<file path="src/rtl/frame_buffer_arbiter.sv">
`default_nettype none
// ============================================================================
//  Module   : frame_buffer_arbiter
//  Purpose  : Buffers downsampled pixels, shares one RAM port between the
//             frame writer and a byte reader, and ping-pongs frame banks.
//  Revision : 1.0 - initial release
// ============================================================================
module frame_buffer_arbiter #(
   parameter int WIDTH      = 400,
   parameter int HEIGHT     = 300,
   parameter int ADDR_W     = 17,
   parameter int FIFO_DEPTH = 4
) (
   input  logic              clock,
   input  logic              reset,
   input  logic              pix_valid,
   input  logic [7:0]        pix_data,
   input  logic              pix_blanking,
   input  logic              rd_req,
   input  logic [ADDR_W-1:0] rd_addr,
   output logic              rd_ack,
   output logic              rd_valid,
   output logic [7:0]        rd_data,
   output logic [ADDR_W:0]   mem_addr,
   output logic              mem_we,
   output logic [7:0]        mem_wdata,
   input  logic [7:0]        mem_rdata,
   output logic              frame_ready,
   output logic              read_bank,
   output logic              overflow
);

   localparam int                 C_PTR_W     = (FIFO_DEPTH > 1) ? $clog2(FIFO_DEPTH) : 1;
   localparam int                 C_CNT_W     = C_PTR_W + 1;
   localparam logic [C_CNT_W-1:0] C_FULL      = C_CNT_W'(FIFO_DEPTH);
   localparam logic [C_CNT_W-1:0] C_WR_PRIO   = C_CNT_W'(FIFO_DEPTH - 1);
   localparam logic [ADDR_W-1:0]  C_LAST_ADDR = ADDR_W'(WIDTH * HEIGHT - 1);

   logic [7:0]         r_fifo_mem [FIFO_DEPTH];
   logic [C_PTR_W-1:0] r_wr_ptr;
   logic [C_PTR_W-1:0] r_rd_ptr;
   logic [C_CNT_W-1:0] r_count;
   logic [ADDR_W-1:0]  r_wr_addr;
   logic               r_wr_bank;
   logic               r_frame_ready;
   logic               r_overflow;
   logic               r_rd_valid;
   logic [ADDR_W:0]    r_last_addr;

   logic               w_push_req;
   logic               w_full;
   logic               w_push;
   logic               w_wr_grant;
   logic               w_rd_grant;
   logic               w_read_bank;
   logic [ADDR_W:0]    w_access_addr;

   assign w_push_req  = pix_valid & ~pix_blanking;
   assign w_full      = (r_count == C_FULL);
   // A full FIFO refuses the pixel even if an entry drains in the same cycle.
   assign w_push      = w_push_req & ~w_full;
   assign w_read_bank = ~r_wr_bank;

   // Writer wins once the FIFO is nearly full so pixels keep flowing under a
   // continuous read stream; reset gating keeps the handshake quiet in reset.
   assign w_wr_grant = ~reset & ((r_count >= C_WR_PRIO) |
                                 ((r_count != '0) & ~rd_req));
   assign w_rd_grant = ~reset & rd_req & ~w_wr_grant;

   assign w_access_addr = w_wr_grant ? {r_wr_bank, r_wr_addr}
                                     : {w_read_bank, rd_addr};

   assign mem_we      = w_wr_grant;
   assign mem_addr    = (w_wr_grant | w_rd_grant) ? w_access_addr : r_last_addr;
   assign mem_wdata   = w_wr_grant ? r_fifo_mem[r_rd_ptr] : 8'h00;
   assign rd_ack      = w_rd_grant;
   assign rd_valid    = r_rd_valid;
   assign rd_data     = r_rd_valid ? mem_rdata : 8'h00;
   assign frame_ready = r_frame_ready;
   assign read_bank   = w_read_bank;
   assign overflow    = r_overflow;

   // Storage only; occupancy is tracked by the pointers and count below.
   always_ff @(posedge clock) begin
      if (w_push) begin
         r_fifo_mem[r_wr_ptr] <= pix_data;
      end
   end

   always_ff @(posedge clock or posedge reset) begin
      if (reset) begin
         r_wr_ptr      <= '0;
         r_rd_ptr      <= '0;
         r_count       <= '0;
         r_wr_addr     <= '0;
         r_wr_bank     <= 1'b0;
         r_frame_ready <= 1'b0;
         r_overflow    <= 1'b0;
         r_rd_valid    <= 1'b0;
         r_last_addr   <= '0;
      end else begin
         if (w_push) begin
            r_wr_ptr <= r_wr_ptr + C_PTR_W'(1);
         end
         if (w_wr_grant) begin
            r_rd_ptr <= r_rd_ptr + C_PTR_W'(1);
         end

         case ({w_push, w_wr_grant})
            2'b10:   r_count <= r_count + C_CNT_W'(1);
            2'b01:   r_count <= r_count - C_CNT_W'(1);
            default: r_count <= r_count;
         endcase

         if (w_push_req & w_full) begin
            r_overflow <= 1'b1;
         end

         r_frame_ready <= 1'b0;
         if (w_wr_grant) begin
            if (r_wr_addr == C_LAST_ADDR) begin
               r_wr_addr     <= '0;
               r_wr_bank     <= ~r_wr_bank;
               r_frame_ready <= 1'b1;
            end else begin
               r_wr_addr <= r_wr_addr + ADDR_W'(1);
            end
         end

         r_rd_valid <= w_rd_grant;

         if (w_wr_grant | w_rd_grant) begin
            r_last_addr <= w_access_addr;
         end
      end
   end

endmodule
`default_nettype wire

</file>
<file path="config.mk">
export PLATFORM = sky130hd
export DESIGN_NAME = frame_buffer_arbiter
export DESIGN_NICKNAME = d
export VERILOG_FILES = /design/src/rtl/frame_buffer_arbiter.sv
export SDC_FILE = /design/constraint.sdc
export NUM_CORES = 1
export LEC_CHECK = 0
export CAP_MARGIN = 20
export CORE_MARGIN = 2
export CORE_UTILIZATION = 40
export DETAILED_ROUTE_END_ITERATION = 16
export PLACE_DENSITY_LB_ADDON = 0.12
export SLEW_MARGIN = 10
export SYNTH_ARGS = -nofsm -noshare
export SYNTH_HDL_FRONTEND = slang
export SYNTH_SLANG_ARGS = --single-unit
</file>
<file path="constraint.sdc">
create_clock -name clock -period 2.7 [get_ports clock]
set_input_delay 0.405 -clock clock [delete_from_list [all_inputs] [get_ports clock]]
set_output_delay 0.405 -clock clock [all_outputs]
set_load 0.01 [all_outputs]
</file>
# Word-level counts from Yosys, hierarchy flattened
# Memory sizes are Yosys's and may differ from the RTL's.
# Index checks and enable logic that the tools add are counted.
[totals]
latchBits = 0
reg_bits = 46
output_inout_bits = 40
mem_bits_ro = 0
mem_bits_rw = 32
n_memories = 1
wordCells = 48
input_bits = 38
[classes]
n_bitwise = 15
n_addsub = 5
n_div = 0
n_eq_ne = 4
mux = 10
n_shift = 0
magnitude_cmp = 1
reduce_logical = 3
multipliers = 0
[memory_table]
columns = ["name", "depth", "word_bits", "read_ports", "rd_ports_with_merged_regs", "write_ports", "line", "rtl"]
rows = [
  ["r_fifo_mem", 4, 8, 1, 0, 1, "39", "logic [7:0] r_fifo_mem [FIFO_DEPTH];"],
]
[ops]
columns = ["cell", "count"]
rows = [
  ["18-bit 2-to-1 mux", 2],
  ["17-bit by 1-bit adder with 17-bit output, second input constant", 1],
  ["17-bit == test, second input constant", 1],
  ["17-bit 2-to-1 mux", 1],
  ["8-bit 2-to-1 mux", 2],
  ["1-bit AND", 7],
  ["1-bit inverter", 6],
  ["3-bit case mux with 2 select lines", 1],
  ["2-bit by 1-bit adder with 2-bit output, second input constant", 2],
  ["1-bit 2-to-1 mux", 4],
  ["3-bit by 1-bit adder with 3-bit output, second input constant", 1],
  ["3-bit == test, second input constant", 1],
  ["3-bit by 2-bit greater-or-equal comparator with 1-bit output, second input constant", 1],
  ["3-bit nonzero test", 1],
  ["3-bit by 1-bit subtractor with 3-bit output, second input constant", 1],
  ["2-bit by 1-bit == test with 1-bit output, second input constant", 1],
  ["2-bit == test, second input constant", 1],
  ["1-bit OR", 2],
  ["2-bit AND reduction", 1],
  ["2-bit nonzero test", 1],
]

# Depth between registers and ports, before layout
[logic_depth]
ltp_word = 8
ltp_mapped = 11
ltp_nobuf = 9

# Least setup slack after synthesis
# No wires, ideal clock.
[synth_path]
path_type = "input port to output port"
start = "input port reset"
end = "output port mem_addr[10]"
arrival_ns = 2.412
n_path_buf = 1
setup_slack_ns = -0.117
t_required_ns = 2.295
path_stages = 5
path_cell_list = "inv_1 -> o41ai_2 -> buf_2 -> a222oi_1 -> inv_1"
[synth_between]
elab_chain_len = 6
elab_cells_between_ends = 8
[synth_lines]
columns = ["item", "line", "rtl"]
rows = [
  ["start, declared", "15", "input logic reset,"],
  ["1-bit inverter *", "66, 68", ""],
  ["1-bit AND", "66", "assign w_wr_grant = ~reset & ((r_count >= C_WR_PRIO) |"],
  ["1-bit inverter", "68", "assign w_rd_grant = ~reset & rd_req & ~w_wr_grant;"],
  ["1-bit AND", "68", ""],
  ["1-bit OR", "74", "assign mem_addr = (w_wr_grant | w_rd_grant) ? w_access_addr : r_last_addr;"],
  ["18-bit 2-to-1 mux *", "n/a", ""],
  ["end, declared", "24", "output logic [ADDR_W:0] mem_addr,"],
]
# Every way passes the cells marked *; elsewhere a longest branch is shown, timed or not.

# Worst setup path in the final report
[layout_path]
start = "input port reset"
end = "output port mem_addr[16]"
# Same word-level chain as after synthesis.

==> summary.txt <==
Power and ir drop
  – P_leak: slightly above 2 nW
  – PwrDens: 869.0 mW/mm^2
  – Peak supply drop: 481.8 uV
  – Final total power: roughly 4.1 mW

Synthesis
  – Distinct cells, synth: 47
  – Ys flop type: dfrtp_1
  – Cell Area, Synth: around 0.0035 mm^2
  – Post-synthesis net count: between 300 and 400
  – Seq/Total Area, Yosys: about three fifths
  – Syn Inst Count: about 280
  – Register bit total from synthesis: 78
  – Yosys warnings: 0
  – Post-synth EDFFs: 32
  – Post-synth ARST share: about three fifths
  – Avg Inst Size Synth: roughly 13 um^2

Min path
  – Hold WC Path Type: reg -> reg
  – Hold path depth: 1
  – Startpoint of the worst hold path: overflow
  – Min-Delay Endpoint: overflow

Timing
  – Final Hold Fails: 0
  – Maximum clock rate: approximately 380 MHz
  – RSZ-0062 raised after global routing: false
  – Final Max Slew Viols: 0
  – Final min period: between 2 and 3 ns
  – Least-Margin Pin Slew: 0.5900 ns
  – Relative slew slack: about three fifths
  – Tcrit/Tclk final: a little over nine tenths
  – Final setup vio count: 0
  – Setup Skew: between 0.01 and 0.015 ns

Clock tree
  – Bufs on Longest Clock Path: 2
  – Clock root buffer: clkbuf_8
  – TritonCTS clock tree: done
  – Clock latency at the later pin of the worst-skew pair: 0.35 ns
  – Num CTS Buffers: 9
  – Clock Pin Slew Worst Setup and Hold Paths: 0.09 ns
  – H-tree Lvls: 3
  – Clock sink total: between 70 and 80

GRT
  – Initial antenna violation count: 0
  – GRT overflow: 0
  – First-pass GRT wire length: approximately 12,000 um
  – Largest net degree at the start of global routing: 47
  – Vias in the first global route: 2,483
  – Total track usage: between 15 and 20%

Flow run
  – Max-cap violation count: 0

Critical path
  – CP delay by family, top: buffers and inverters
  – CP Capture Type: output port
  – Max stage delay on crit path: 0.60 ns
  – WP data required: ~2.3 ns
  – Worst Path Arrival: 2.20 ns
  – Critical Path Stages: 7
  – Worst-path cell chain: clkdlybuf4s50_1, a211o_1, inv_2, bufbuf_16, a222oi_1, inv_1, dlygate4sd2_1
  – Critical path class: in -> out
  – Reg2reg end: r_count[2]
  – Worst R2R Setup Slack: 0.35 ns
  – Reg-to-reg startpoint: r_count[1]
  – Critical path buffers and inverters: 5
  – Startpoint types: input port
  – Crit-path max FO: 10
  – Worst path slowest cell: clkdlybuf4s50_1
  – Reg2reg path depth: 11

Place
  – Port Buffers: 77
  – Placer Congestion: roughly 0.76
  – DP Wirelength: ~4900 um

Floorplan
  – Die Wd: just under 100 um
  – Starting Density: just over 40%
  – Die height: between 90 and 100 um
  – IO Pins: 78
  – CORE AREA: ~0.0086 mm^2
  – Die area: 0.009591 mm^2
  – Row count: 34

Cells and area
  – Most frequent cells in the layout: 50 x clkdlybuf4s50_1, 44 x dfrtp_1, 32 x edfxtp_1
  – Final #Nets: 411
  – Synth-to-Final Area Change: 34.00%
  – Share of layout cells above drive strength 1: 14.56%
  – Most common cell after layout, fill and taps aside: clkdlybuf4s50_1
  – Final Util: a little over half
  – Ant diodes: 0
  – Layout fillers: around 770

Drt
  – Final wirelength: 7253 um
  – Vias/cell: 5.205
  – DR vias: 2,493
  – Drt wl/cell: roughly 15 um
  – Number of antenna-violating nets in the routed design: 0
  – DR iter-0 viols: 114
  – Drt first pass iters: 7
  – Drt drc: 0

Run status
  – Status: finished clean
-- routing by layer --
layer,wire length (um),vias to the layer above,GRT usage (%)
li1,-,1201,-
met4,107,0,6.303
met2,3526,68,26.03
met5,0,-,0
met3,349,8,3.436
met1,3269,1216,21.48
-- sequential cells by signal (all words and copies together), names as in the netlist --
| signal | cells |
|---|---|
| rd_valid | 1 |
| overflow | 1 |
| r_count | 3 |
| frame_ready | 1 |
| r_last_addr | 18 |
| r_wr_ptr | 2 |
| r_wr_bank | 1 |
| r_wr_addr | 17 |
| r_fifo_mem | 32 |
| r_rd_ptr | 2 |
-- power breakdown --
group	total, mW	switching (mW)	internal, mW
Sequential	1.73	0.215	1.52
Clock	0.851	0.485	0.366
Combinational	1.52	0.702	0.823
Total	4.11	1.40	2.71
-- worst max path at each step --
stage,start,endpoint
floorplan,rd_req,r_count[2]
global placement,rd_req,mem_addr[1]
detailed placement,rd_req,mem_addr[6]
CTS,r_count[2],mem_addr[5]
global route,r_count[2],mem_addr[16]
finish,reset,mem_addr[16]
-- cell usage after synthesis (2+ instances only) --
library cell  number  share of area (%)
dfrtp_1           46                 33
xnor2_1            7                1.7
nor2_1             5               0.53
xor2_1             4               0.99
a21oi_1            5               0.71
nand3_1            7               0.99
nor3b_1            2               0.43
or3_1              2               0.35
clkbuf_1           7               0.74
buf_4              2               0.43
ha_1               6                2.1
or4_1              3               0.64
nand4_1            7                1.2
o21ai_0            7               0.99
mux4_2             8                5.1
edfxtp_1          32                 27
and2_1            21                3.7
o31ai_1            2               0.43
a222oi_1          17                4.8
nor2b_1            2               0.35
buf_2              6               0.85
nor3_1             3               0.43
and3_1             2               0.35
a21o_1             2               0.43
buf_1              2               0.21
inv_1             31                3.3
and4_1             3               0.74
nor4_1             2               0.35
a211o_1            2               0.50
nand2_1           14                1.5
nor4bb_1           2               0.57
-- repair_timing --
item                                    in CTS  in global routing
pin swaps                                    1                  8
hold buffers                                 0                  0
setup buffers                                0                  2
cloned                                       1                  0
resized for setup                           30                 10
endpoints found under the setup margin      26                 10
-- layout make-up --
type	instances	area (um^2)	share of cell area, %
Sequential cell	78	2115	44.71
Multi-Input combinational cell	151	1240	26.22
Timing Repair Buffer	95	927.1	19.60
Tap cell	108	135.1	2.857
Clock buffer	9	123.9	2.619
Inverter	31	120.1	2.540
Clock inverter	7	68.82	1.455
-- stage by stage --
stage | setup slack, ns | setup TNS (ns) | hold WS, ns | cells | cell area, um^2
after floorplan | 0.3761 | 0 | 0.4297 | 277 | 3533
after global placement | -0.1073 | -2.276 | 0.4591 | 460 | 4523
after detailed placement | -0.1606 | -3.208 | 0.4590 | 460 | 4523
after CTS | 0.01805 | 0 | 0.4852 | 477 | 4721
after global routing | 0.001207 | 0 | 0.5098 | 479 | 4730
final | 0.09048 | 0 | 0.4803 | 479 | 4730
-- kinds of logic after synthesis --
family	Yosys count	synth area share, %
AOI/OAI and AO/OA	46	10.88
xor gates and xnor gates	11	2.729
and+or+nand+nor	78	12.94
DFF	78	59.84
adders and majority gates	7	2.694
buffers and inverters	48	5.530
muxes	9	5.388
(Power assumes the default switching activity.)
